File: src/rtl/fuel_guard_pkg.sv
// fuel_guard_pkg: state encodings and sizing helpers shared by the fuel-pump guard.
package fuel_guard_pkg;
    localparam int STATE_W = 2;
    typedef enum logic [STATE_W-1:0] {
        IDLE    = 2'd0,
        ARMED   = 2'd1,
        RUNNING = 2'd2,
        LOCKOUT = 2'd3
    } state_t;
    function automatic int max3(input int a, input int b, input int c);
        int m;
        m = (a > b) ? a : b;
        return (m > c) ? m : c;
    endfunction
    function automatic int width_of(input int n);
        return (n > 1) ? $clog2(n) : 1;
    endfunction
endpackage

File: src/rtl/guard_timer.sv
// guard_timer: loadable down-counter that saturates at zero and flags it.
module guard_timer #(
    parameter int W = 5
) (
    input  logic         clock,
    input  logic         reset_n,
    input  logic         i_load,
    input  logic [W-1:0] i_load_val,
    input  logic         i_dec,
    output logic         o_zero
);
    logic [W-1:0] r_cnt;
    always_ff @(posedge clock or negedge reset_n) begin
        if (!reset_n)
            r_cnt <= '0;
        else if (i_load)
            r_cnt <= i_load_val;
        else if (i_dec && r_cnt != '0)
            r_cnt <= r_cnt - 1'b1;
    end
    assign o_zero = (r_cnt == '0);
endmodule

File: src/rtl/fuel_pump_guard.sv
// fuel_pump_guard: hidden-switch fuel-pump interlock with retry counting,
// arming timeout, timed alarm lockout and ignition-dropout tolerance.
module fuel_pump_guard
    import fuel_guard_pkg::*;
#(
    parameter int                NUM_SW         = 4,
    parameter logic [NUM_SW-1:0] CODE           = 4'b1010,
    parameter int                MAX_TRIES      = 3,
    parameter int                ARM_TIMEOUT    = 16,
    parameter int                LOCKOUT_CYCLES = 32,
    parameter int                IGN_GRACE      = 4
) (
    input  logic                           clock,
    input  logic                           reset_n,
    input  logic                           ignition,
    input  logic                           brake,
    input  logic [NUM_SW-1:0]              hidden_sw,
    output logic                           fuel_pump,
    output logic                           alarm,
    output logic [$clog2(MAX_TRIES+1)-1:0] tries_left,
    output logic [STATE_W-1:0]             state_o
);
    localparam int TW = width_of(max3(ARM_TIMEOUT, LOCKOUT_CYCLES, IGN_GRACE));
    localparam int FW = $clog2(MAX_TRIES + 1);
    localparam logic [TW-1:0] ARM_LD   = TW'(ARM_TIMEOUT - 1);
    localparam logic [TW-1:0] LOCK_LD  = TW'(LOCKOUT_CYCLES - 1);
    localparam logic [TW-1:0] GRACE_LD = TW'(IGN_GRACE - 1);
    localparam logic [FW-1:0] MAX_F    = FW'(MAX_TRIES);
    localparam logic [FW-1:0] LAST_F   = FW'(MAX_TRIES - 1);

    state_t        r_state, w_next;
    logic [FW-1:0] r_fail, w_fail_nx;
    logic          r_brake_q;
    logic          w_brake_rise, w_load, w_dec, w_zero;
    logic [TW-1:0] w_load_val;

    assign w_brake_rise = brake & ~r_brake_q;

    guard_timer #(.W(TW)) u_timer (
        .clock      (clock),
        .reset_n    (reset_n),
        .i_load     (w_load),
        .i_load_val (w_load_val),
        .i_dec      (w_dec),
        .o_zero     (w_zero)
    );

    always_ff @(posedge clock or negedge reset_n) begin
        if (!reset_n) begin
            r_state   <= IDLE;
            r_fail    <= '0;
            r_brake_q <= 1'b0;
        end else begin
            r_state   <= w_next;
            r_fail    <= w_fail_nx;
            r_brake_q <= brake;
        end
    end

    // Priority in ARMED: ignition loss, then a brake attempt, then timer expiry.
    always_comb begin
        w_next     = r_state;
        w_fail_nx  = r_fail;
        w_load     = 1'b0;
        w_load_val = '0;
        w_dec      = 1'b0;
        case (r_state)
            IDLE: begin
                if (ignition) begin
                    w_next     = ARMED;
                    w_load     = 1'b1;
                    w_load_val = ARM_LD;
                end
            end
            ARMED: begin
                if (!ignition) begin
                    w_next = IDLE;
                end else if (w_brake_rise && hidden_sw == CODE) begin
                    w_next     = RUNNING;
                    w_fail_nx  = '0;
                    w_load     = 1'b1;
                    w_load_val = GRACE_LD;
                end else if (w_brake_rise || w_zero) begin
                    w_load = 1'b1;
                    if (r_fail == LAST_F) begin
                        w_next     = LOCKOUT;
                        w_load_val = LOCK_LD;
                    end else begin
                        w_fail_nx  = r_fail + 1'b1;
                        w_load_val = ARM_LD;
                    end
                end else begin
                    w_dec = 1'b1;
                end
            end
            RUNNING: begin
                if (ignition) begin
                    w_load     = 1'b1;
                    w_load_val = GRACE_LD;
                end else if (!w_zero) begin
                    w_dec = 1'b1;
                end else begin
                    w_next = IDLE;
                end
            end
            LOCKOUT: begin
                if (w_zero) begin
                    w_next    = IDLE;
                    w_fail_nx = '0;
                end else begin
                    w_dec = 1'b1;
                end
            end
            default: w_next = IDLE;
        endcase
    end

    assign fuel_pump  = (r_state == RUNNING);
    assign alarm      = (r_state == LOCKOUT);
    assign tries_left = (r_state == LOCKOUT) ? '0 : MAX_F - r_fail;
    assign state_o    = r_state;
endmodule

File: config.mk
export PLATFORM = sky130hd
export DESIGN_NAME = fuel_pump_guard
export DESIGN_NICKNAME = d
export VERILOG_FILES = /design/src/rtl/fuel_guard_pkg.sv /design/src/rtl/guard_timer.sv /design/src/rtl/fuel_pump_guard.sv
export SDC_FILE = /design/constraint.sdc
export NUM_CORES = 1
export LEC_CHECK = 0
export ABC_AREA = 1
export CAP_MARGIN = 25
export CORE_MARGIN = 1.5
export CORE_UTILIZATION = 35
export DETAILED_ROUTE_END_ITERATION = 8
export HOLD_SLACK_MARGIN = 0.12
export PLACE_DENSITY = 0.68
export SKIP_LAST_GASP = 1
export SYNTH_ARGS = -nofsm -noshare
export SYNTH_HDL_FRONTEND = slang
export SYNTH_SLANG_ARGS = --single-unit
export TNS_END_PERCENT = 5
File: constraint.sdc
create_clock -name clock -period 1.94 [get_ports clock]
set_input_delay 0.388 -clock clock [delete_from_list [all_inputs] [get_ports clock]]
set_output_delay 0.388 -clock clock [all_outputs]
set_load 0.03 [all_outputs]
-- After elaboration in Yosys (flattened, before gate mapping)
Index checks and enable logic that the tools add are counted.
- muxes and demuxes: 35
- reductions and logical operators: 11
- bitwise operators: 2
- $add $sub $neg: 3
- eq/ne operators: 13
- operators with widths (operator ; count):
    5-bit two-way mux ; 6
    2-bit two-way mux ; 14
    5-bit one-hot mux with 3 select lines ; 1
    1-bit two-way mux ; 9
    4-bit inequality test, second input constant ; 2
    2-bit one-hot mux with 4 select lines ; 1
    2-bit equality test, second input constant ; 3
    2-bit inequality test, second input constant ; 3
    3-bit inequality test, second input constant ; 2
    5-bit zero test ; 1
    5-bit AND reduction ; 1
    5-bit nonzero test ; 1
    5-bit by 1-bit subtractor with 5-bit output, second input constant ; 1
    4-bit equality test, second input constant ; 1
    4-bit two-way mux ; 1
    2-bit one-hot mux with 2 select lines ; 1
    4-bit AND reduction ; 1
    2-bit nonzero test ; 2
    1-bit one-hot mux with 3 select lines ; 1
    2-bit by 1-bit adder with 2-bit output, second input constant ; 1
    2-bit by 1-bit equality test with 1-bit output, second input constant ; 1
    1-bit logical AND ; 2
    2-bit zero test ; 1
    2-bit by 1-bit inequality test with 1-bit output, second input constant ; 1
    other kinds (6) ; 6
- input bits: 8
- word-level logic and storage cells: 68
- output and inout bits: 6
- flip-flop bits (word level): 10

-- Depth between registers and ports, before layout
Gate-level depths: netlist of run 1.
- depth after elaboration: 10
- depth in mapped cells: 12
- depth with buffers taken out: 12

-- Hierarchy
Synthesis of run 1 repeated with hierarchy kept, for this count alone.
- cell total of the unflattened synthesis: 114
- area, all modules: 814.5 µm²
- by module, submodules not included (module ; instances ; sequential area each (µm²) ; area an instance (µm²) ; cells an instance):
    fuel_pump_guard ; 1 ; 125.1 ; 479.2 ; 68
    guard_timer ; 1 ; 125.1 ; 335.3 ; 46

-- Least setup slack after synthesis of run 1
OpenSTA, ideal clock, no wires.
- kind: reg2out
- start point: register r_state[1], in the netlist state_o[1]
- end point: output port tries_left[0]
- arrival: 1299 ps
- buffers on the path: 0
- cell stages (with the launch flop): 4
- slack: 253 ps
- required time: 1552 ps
- path through: dfrtp_1 > nand2_1 > inv_1 > nor2_1
- cells in the longest elaborated chain, start to end: 2
- ends and longest elaborated chain (item ; RTL line ; source):
    start, declared ; fuel_pump_guard.sv:31 ; state_t r_state, w_next;
    start signal, assigned ; fuel_pump_guard.sv:54 ; r_state <= w_next;
    2-bit equality test ; -- ;
    net alarm ; fuel_pump_guard.sv:19 ; output logic alarm,
    2-bit two-way mux ; fuel_pump_guard.sv:120 ; assign tries_left = (r_state == LOCKOUT) ? '0 : MAX_F - r_fail;
    end, declared ; fuel_pump_guard.sv:20 ; output logic [$clog2(MAX_TRIES+1)-1:0] tries_left,
The timed path passes the listed nets, and every way through them passes these cells.

-- Final worst setup path of run 1
- start point: register r_state[0], in the netlist state_o[0]
- end point: output port fuel_pump
- cells in the longest elaborated chain, start to end: 1
- ends and longest elaborated chain (item ; RTL line ; source):
    2-bit equality test ; fuel_pump_guard.sv:118 ; assign fuel_pump = (r_state == RUNNING);
    end, declared ; fuel_pump_guard.sv:18 ; output logic fuel_pump,
No other way between the ends.

==> results.cfg, run 1 <==
[setup_path]
start_kind = flip-flop
critical_path.max_stage_delay_ns = 0.67
critPathMaxFanout = 7
r2r_start = u_timer.r_cnt[0]
cp_slowest_cell = clkdlybuf4s50_1
cp-startpoint = state_o[0]
r2r.worst_path.cells = 10
crit_chain = buf_4, nor2_1, clkdlybuf4s50_1
setup.worst_path.end_class = output port
crit_required_ns = 1.55
worstSetupPathType = reg2out
crit_arrival_ns = 1.58

[clocking]
path_clk_slew_ns = 0.07
numCtsBuffers = 3
cts_sinks = 10
hold_buffers = 0
clock_latency_ns = 0.26
cts_root_buf = clkbuf_4
cts_max_level = 1
cts_max_path_buffers = 2
cts_tree = built

[route]
wl_per_cell_um = 9.66
ant_nets = 0
vias_per_cell = 4.46
top_layer = met4
drtIter0Drc = 6
drt_wl_total_mm = 1.55
wl_met3_um = 47
first_pass_iters = 3
vias = 713
drt-met1-wl_um = 786
remaining_drc_errors = 0
met2WireLength_um = 691

[yosys]
ys_ff_latch = 10
syn_avg_cell_area_um2 = 6.90
netlist_area_um2 = 787
ys_types = 22
syn_inst = 114
syn_nets = 125
ys_seq_area_share_pct = 31.8
yosysWarnings = 0

[sta]
clock_skew_ns = 0.00674
finalCriticalPeriod_ns = 1.97
fin_crit_sh_pct = 102
grt_setup_unrepaired = true
fmax_mhz = 508
worst_pin_slew_ns = 0.467
slew_violations = 0
setup_viol = 1
holdWs_ns = 0.442
fin_ws_ns = -0.0294
hold_viol = 0
max-slew-margin-rel_pct = 68.8

[layout]
n_antenna_cell = 0
layout_commonest_cell = nand2_1
stdcell_area_um2 = 997
area_growth_pct = 26.7
finalNetCount = 146
drive_gt1_share_pct = 19.5
final_cell_mix = nand2_1 (42), inv_1 (13), clkdlybuf4s50_1 (11), nor2_1 (10), dfrtp_1 (10)
fill_cells = 224

[global_route]
grt_max_degree = 11
overflow = 0
antenna_found_initial = 0
grt_pass1_vias = 741
grt_pass1_wl_mm = 2.93
grtUsageTotal_pct = 14.8

[place]
dp_hpwl_mm = 1.27
gp_congestion = 0.852
place_area_um2 = 973
portBuffers = 13

[power]
pwr-share-seq_pct = 25.8
powerDensity_mw_per_mm2 = 1390
p_leak_nw = 0.545
pwr-share-clk_pct = 10.2
ir_drop_mv = 0.819
switching_share_pct = 48.5
power.switching_mw = 0.672
power_mw = 1.38
p_comb_share_pct = 64.1
intPower_mw = 0.713

[status]
violations = negative setup slack
status = finished with violations

[die]
start_util_pct = 38.5
fp.dieH_um = 50.4
die_w_um = 50.4
ioPinCount = 14
core_mm2 = 0.00204
std_cell_rows = 16
die_area_mm2 = 0.00254

[job]
maxCapViolations = 0

[worst_hold_path]
hold_path.class = in2async
[cell usage after synthesis]
cell type	count	area, um2
and3_2	1	7.51
clkinv_2	1	5.00
dfrtp_1	10	250
ha_1	3	37.5
inv_1	13	48.8
inv_2	3	11.3
inv_4	1	6.26
nand2_1	42	158
nand2_2	3	18.8
nand2_4	5	56.3
nand3_1	8	40.0
nand3b_1	3	22.5
nand4_1	1	6.26
nor2_1	10	37.5
nor2_2	2	12.5
nor2_4	1	11.3
nor3_1	1	5.00
o21ai_0	1	5.00
o21ai_1	1	5.00
o21ai_2	2	17.5
o21ai_4	1	16.3
xor2_1	1	8.76
[layout make-up]
cell class	instances	area (um2)	area share [%]
Multi-Input combinational cell	86	465	46.7
Sequential cell	10	250	25.1
Timing Repair Buffer	16	154	15.4
Inverter	18	71.3	7.15
Tap cell	27	33.8	3.39
Clock buffer	3	22.5	2.26
[power by group through the flow]
stage	clock network, mW	logic [mW]	registers (mW)
global placement	0	0.892	0.360
finish	0.141	0.887	0.357
detailed placement	0	0.899	0.359
floorplan	0	0.610	0.399
global route	0.156	1.01	0.370
CTS	0.148	0.897	0.357
[flip-flops by register name, indices dropped and copies added (netlist names)]
| register | flops |
|---|---|
| state_o | 2 |
| u_timer.r_cnt | 5 |
| r_brake_q | 1 |
| r_fail | 2 |
[routing by layer]
layer	global-route usage [%]	vias up
met5	0	-
met4	4.05	0
met3	2.98	2
met2	23.9	10
met1	19.9	312
li1	-	389
[critical path: cells and delay by family (launching register included)]
kind,cells,cell delay [ns]
DFF,1,0.38
and+or+nand+nor,1,0.10
buffers and inverters,2,0.83
[cells by family after synthesis]
logic type | share of synthesized area [%]
xor gates and xnor gates | 1.11
AOI/OAI and AO/OA | 5.56
buffers and inverters | 9.06
adders and majority gates | 4.77
and+or+nand+nor | 47.7
DFF | 31.8
[final timing paths]
path	endpoint	slack, ns
setup / recovery	fuel_pump	-0.03
hold reg to reg	u_timer.r_cnt[0]	0.48
max in group asynchronous	r_fail[0]	1.17
setup reg to reg	r_fail[1]	0.37
hold / removal	u_timer.r_cnt[3]	0.44
min in group clock	u_timer.r_cnt[0]	0.48
[repair_timing]
action / 4_1_cts / 5_1_grt
endpoints found under the hold margin: 0 / 0
gates resized for setup: 1 / 1
cloned: 0 / 0
setup buffers: 0 / 0
endpoints found under the setup margin: 3 / 3
[through the flow]
step           TNS (ns)  std cells  worst slack (ns)  util, %
6_report        -0.0294        160           -0.0294     48.8
5_1_grt          -0.147        160           -0.0803     48.8
4_1_cts         -0.0958        160           -0.0519     48.7
3_5_place_dp          0        157             0.159     47.7
3_3_place_gp          0        157             0.194     47.7
2_1_floorplan         0        114             0.253        -
Note: power is estimated with default switching activity, not from simulation.
==> inputs of run 2 (changes only) <==
--- a/config.mk
+++ b/config.mk
@@ -7,12 +7,12 @@
 export LEC_CHECK = 0
 export ABC_AREA = 1
 export CAP_MARGIN = 25
-export CORE_MARGIN = 1.5
 export CORE_UTILIZATION = 35
 export DETAILED_ROUTE_END_ITERATION = 8
 export HOLD_SLACK_MARGIN = 0.12
 export PLACE_DENSITY = 0.68
 export SKIP_LAST_GASP = 1
+export SLEW_MARGIN = 10
 export SYNTH_ARGS = -nofsm -noshare
 export SYNTH_HDL_FRONTEND = slang
 export SYNTH_SLANG_ARGS = --single-unit
==> run 2 against run 1 <==
Effect of this change:
- the flow now finishes without violations
- critical path depth unchanged
- global-route usage decreased by 0.73 points
- via count increased by 1.5%
- cell area unchanged
- register-to-register slack improved by 0.03 ns
- combinational power decreased by 1%
- critical endpoint is now alarm
==> results.cfg, run 2 (same netlist as run 1, synthesis figures left out) <==
[status]
status = finished, final reports clean

[power]
ir_drop_mv = 0.852
p_comb_share_pct = 63.3
pwr-share-seq_pct = 26.5
pwr-share-clk_pct = 10.2
intPower_mw = 0.711
p_leak_nw = 0.545
powerDensity_mw_per_mm2 = 1390
power.switching_mw = 0.672
switching_share_pct = 48.6

[layout]
finalNetCount = 146
largest_reg_flops = 5
final_cell_mix = nand2_1 (42), inv_1 (13), clkdlybuf4s50_1 (11), nor2_1 (10), dfrtp_1 (10)
drive_gt1_share_pct = 19.5
registers.top_by_ff_count = u_timer.r_cnt
area_growth_pct = 26.7
layout_commonest_cell = nand2_1
n_antenna_cell = 0
fill_cells = 229

[worst_hold_path]
hold_path.class = in2async

[sta]
finalCriticalPeriod_ns = 1.93
hold_viol = 0
fin_crit_sh_pct = 99.3
setup_viol = 0
slew_violations = 0
clock_skew_ns = 0.00347
fmax_mhz = 519
max-slew-margin-rel_pct = 67.6
worst_pin_slew_ns = 0.484
fin_ws_ns = 0.0128
finalSetupTns_ns = 0
grt_setup_unrepaired = true

[setup_path]
crit_family = buffers and inverters
setup.worst_path.end_class = output port
crit_chain = nand2_1, inv_1, clkdlybuf4s50_1
critPathMaxFanout = 6
worstSetupPathType = reg2out
crit_arrival_ns = 1.54
start_kind = flip-flop
crit_required_ns = 1.55
critical_path.max_stage_delay_ns = 0.68
crit_buf_inv = 2
cp_slowest_cell = clkdlybuf4s50_1

[global_route]
grt_pass1_wl_mm = 2.63
antenna_found_initial = 0
grt_pass1_vias = 662
grt_max_degree = 11
grtUsageTotal_pct = 14.0
overflow = 0

[clocking]
cts_sinks = 10
clock_latency_ns = 0.26
cts_max_path_buffers = 2
numCtsBuffers = 3
cts_root_buf = clkbuf_4
path_clk_slew_ns = 0.06
cts_max_level = 1
cts_tree = built
hold_buffers = 0

[die]
die_w_um = 49.4
ioPinCount = 14
std_cell_rows = 16
core_mm2 = 0.00204
fp.dieH_um = 49.4
die_area_mm2 = 0.00244
start_util_pct = 38.5

[job]
maxCapViolations = 0

[place]
portBuffers = 13
dp_hpwl_mm = 1.26
preCtsSetupSlack_ns = 0.117
gp_congestion = 0.795

[route]
remaining_drc_errors = 0
wl_per_cell_um = 9.45
drtIter0Drc = 7
first_pass_iters = 4
ant_nets = 0
vias = 724
drt_wl_total_mm = 1.51
vias_per_cell = 4.53
run 2: cell counts in the layout (fill, tap and decap cells not counted):
No cell type changed its count.
run 2: metal layers:
metal	GRT usage [%]	routed length, um	vias up
met5	0	0	-
met4	5.71	17	0
met3	1.87	60	3
met2	24.0	739	16
met1	17.7	695	318
li1	-	-	387
run 2: metrics by stage:
step | utilization, % | total power, mW | area [um2] | cells | hold slack [ns]
finish | 48.8 | 1.38 | 997 | 160 | 0.450
global route | 48.8 | 1.52 | 997 | 160 | 0.497
CTS | 48.7 | 1.40 | 995 | 160 | 0.470
detailed placement | 47.7 | 1.26 | 973 | 157 | 0.477
global placement | 47.7 | 1.25 | 973 | 157 | 0.473
floorplan | - | 1.01 | 787 | 114 | 0.0924
run 2: final timing paths:
check	slack, ns	startpoint	endpoint	depth (start not counted)
setup / recovery	0.01	state_o[1]	alarm	3
hold / removal	0.45	reset_n	r_fail[1]	1
setup reg to reg	0.40	u_timer.r_cnt[0]	u_timer.r_cnt[3]	10
hold reg to reg	0.49	u_timer.r_cnt[0]	u_timer.r_cnt[0]	2
max in group asynchronous	1.16	reset_n	u_timer.r_cnt[1]	1
min in group clock	0.49	u_timer.r_cnt[0]	u_timer.r_cnt[0]	2
run 2: layout make-up:
type / count / area (um2) / area share (%)
inverters: 18 / 71.3 / 7.15
repair buffers: 16 / 154 / 15.4
flip-flops and latches: 10 / 250 / 25.1
well taps: 27 / 33.8 / 3.39
clock buffers: 3 / 22.5 / 2.26
multi-input cells: 86 / 465 / 46.7
run 2: repair_timing:
action | CTS | global route
gates resized for setup | 1 | 1
pin swaps | 0 | 0
setup buffers | 0 | 0
setup endpoints to repair | 3 | 3
run 2: power by group through the flow:
stage | Sequential [mW] | Clock, mW | Combinational, mW
final | 0.366 | 0.141 | 0.875
after global routing | 0.377 | 0.155 | 0.984
after CTS | 0.367 | 0.145 | 0.888
after detailed placement | 0.370 | 0 | 0.891
after global placement | 0.369 | 0 | 0.882
after floorplan | 0.399 | 0 | 0.610
==> inputs of run 3 (changes only) <==
--- a/config.mk
+++ b/config.mk
@@ -7,6 +7,7 @@
 export LEC_CHECK = 0
 export ABC_AREA = 1
 export CAP_MARGIN = 25
+export CORE_MARGIN = 2
 export CORE_UTILIZATION = 35
 export DETAILED_ROUTE_END_ITERATION = 8
 export HOLD_SLACK_MARGIN = 0.12
==> run 3 against run 2 <==
Effect of this change:
- critical path depth stayed put
- clock-buffer cell count stayed put
- register-to-register slack worse by 0.02 ns
- sequential share of layout area about the same
- critical path type unchanged
- critical endpoint unchanged
- largest cell class unchanged
- largest power group unchanged
==> results.cfg, run 3 (same netlist as run 1, synthesis figures left out) <==
[worst_hold_path]
hold_path.class = in2async

[layout]
largest_reg_flops = 5
fin_cells = 161
fill_cells = 240
finalNetCount = 146
n_antenna_cell = 0
final_cell_mix = nand2_1 (42), inv_1 (13), clkdlybuf4s50_1 (11), nor2_1 (10), dfrtp_1 (10)
area_growth_pct = 26.9
final_util_pct = 46.0
registers.top_by_ff_count = u_timer.r_cnt
drive_gt1_share_pct = 19.5
stdcell_area_um2 = 998
layout_commonest_cell = nand2_1

[clocking]
cts_max_level = 1
cts_root_buf = clkbuf_4
numCtsBuffers = 3
clock_latency_ns = 0.26
path_clk_slew_ns = 0.06
cts_sinks = 10
cts_max_path_buffers = 2
cts_tree = built

[setup_path]
crit_family = buffers and inverters
setup.worst_path.end = alarm
r2r.worst_path.cells = 10
worstSetupPathType = reg2out
crit_chain = nand2_1, inv_1, clkdlybuf4s50_1
crit_arrival_ns = 1.51
reg2reg_slack_ns = 0.38
r2r_start = u_timer.r_cnt[0]
crit_required_ns = 1.55
critPathMaxFanout = 4
setup.worst_path.end_class = output port
critical_path.max_stage_delay_ns = 0.68
cp.depth = 3
cp_slowest_cell = clkdlybuf4s50_1
worstReg2RegEnd = u_timer.r_cnt[4]
crit_buf_inv = 2
start_kind = flip-flop
cp-startpoint = state_o[0]

[global_route]
grtUsageTotal_pct = 14.3
grt_max_degree = 11
grt_pass1_wl_mm = 2.85
grt_pass1_vias = 691
antenna_found_initial = 0
overflow = 0

[power]
power_mw = 1.39
ir_drop_mv = 0.728
p_leak_nw = 0.545
powerDensity_mw_per_mm2 = 1390

[place]
place_area_um2 = 975
dp.cells = 158
dp_hpwl_mm = 1.32
preCtsSetupSlack_ns = 0.136
portBuffers = 13
gp_congestion = 0.845

[sta]
finalCriticalPeriod_ns = 1.90
hold_viol = 0
fin_crit_sh_pct = 98.1
holdWs_ns = 0.452
grt_setup_unrepaired = true
finalSetupTns_ns = 0
setup_viol = 0
max-slew-margin-rel_pct = 68.6
clock_skew_ns = 0.00201
slew_violations = 0
fin_ws_ns = 0.0375
fmax_mhz = 526
worst_pin_slew_ns = 0.470

[route]
vias_per_cell = 4.52
vias = 728
remaining_drc_errors = 0
ant_nets = 0
drtIter0Drc = 11
first_pass_iters = 4
wl_per_cell_um = 9.77
drt_wl_total_mm = 1.57

[status]
status = finished, final reports clean

[die]
ioPinCount = 14
fp.dieH_um = 51.4
core_mm2 = 0.00217
die_w_um = 51.4
std_cell_rows = 17
die_area_mm2 = 0.00264
start_util_pct = 36.3

[job]
maxCapViolations = 0
run 3: cell counts in the layout (fill, tap and decap cells not counted):
Identical to the previous run, type by type.
run 3: worst reg2reg max path, stage by stage, from the launching register on:
cell and delay, ns:
dfrtp_1 0.38, inv_1 0.14, ha_1 0.16, inv_1 0.04, nor2_1 0.08, nand2_1 0.13
nand3_1 0.15, o21ai_4 0.09, nor2_1 0.19, nand2_1 0.08, nand2_1 0.07
run 3: routing by layer:
metal  track usage, %  wire (um)
met5                0          0
met4             5.26         15
met3             2.63         46
met2             22.9        696
met1             18.9        815
run 3: report_power, final:
group	total, mW	switching [mW]	internal [mW]
sequential	0.366	0.0757	0.290
clock	0.137	0.0653	0.0714
combinational	0.888	0.539	0.349
run 3: timing repair:
item,CTS,global route
resized for setup,1,1
buffers inserted,0,0
hold buffers,0,0
endpoints found under the setup margin,2,3
run 3: worst min-delay path by stage:
stage,from,end,slack [ns]
6_report,reset_n,u_timer.r_cnt[3],0.45
5_1_grt,reset_n,u_timer.r_cnt[2],0.50
3_5_place_dp,u_timer.r_cnt[1],u_timer.r_cnt[1],0.48
3_3_place_gp,u_timer.r_cnt[0],u_timer.r_cnt[0],0.47
2_1_floorplan,reset_n,r_brake_q,0.09
4_1_cts,reset_n,u_timer.r_cnt[0],0.47
run 3: cell type report:
| class | count | area (um2) | area share, % |
|---|---|---|---|
| Multi-Input combinational cell | 86 | 465 | 46.6 |
| Sequential cell | 10 | 250 | 25.1 |
| Timing Repair Buffer | 16 | 154 | 15.4 |
| Inverter | 18 | 71.3 | 7.14 |
| Tap cell | 28 | 35.0 | 3.51 |
| Clock buffer | 3 | 22.5 | 2.26 |
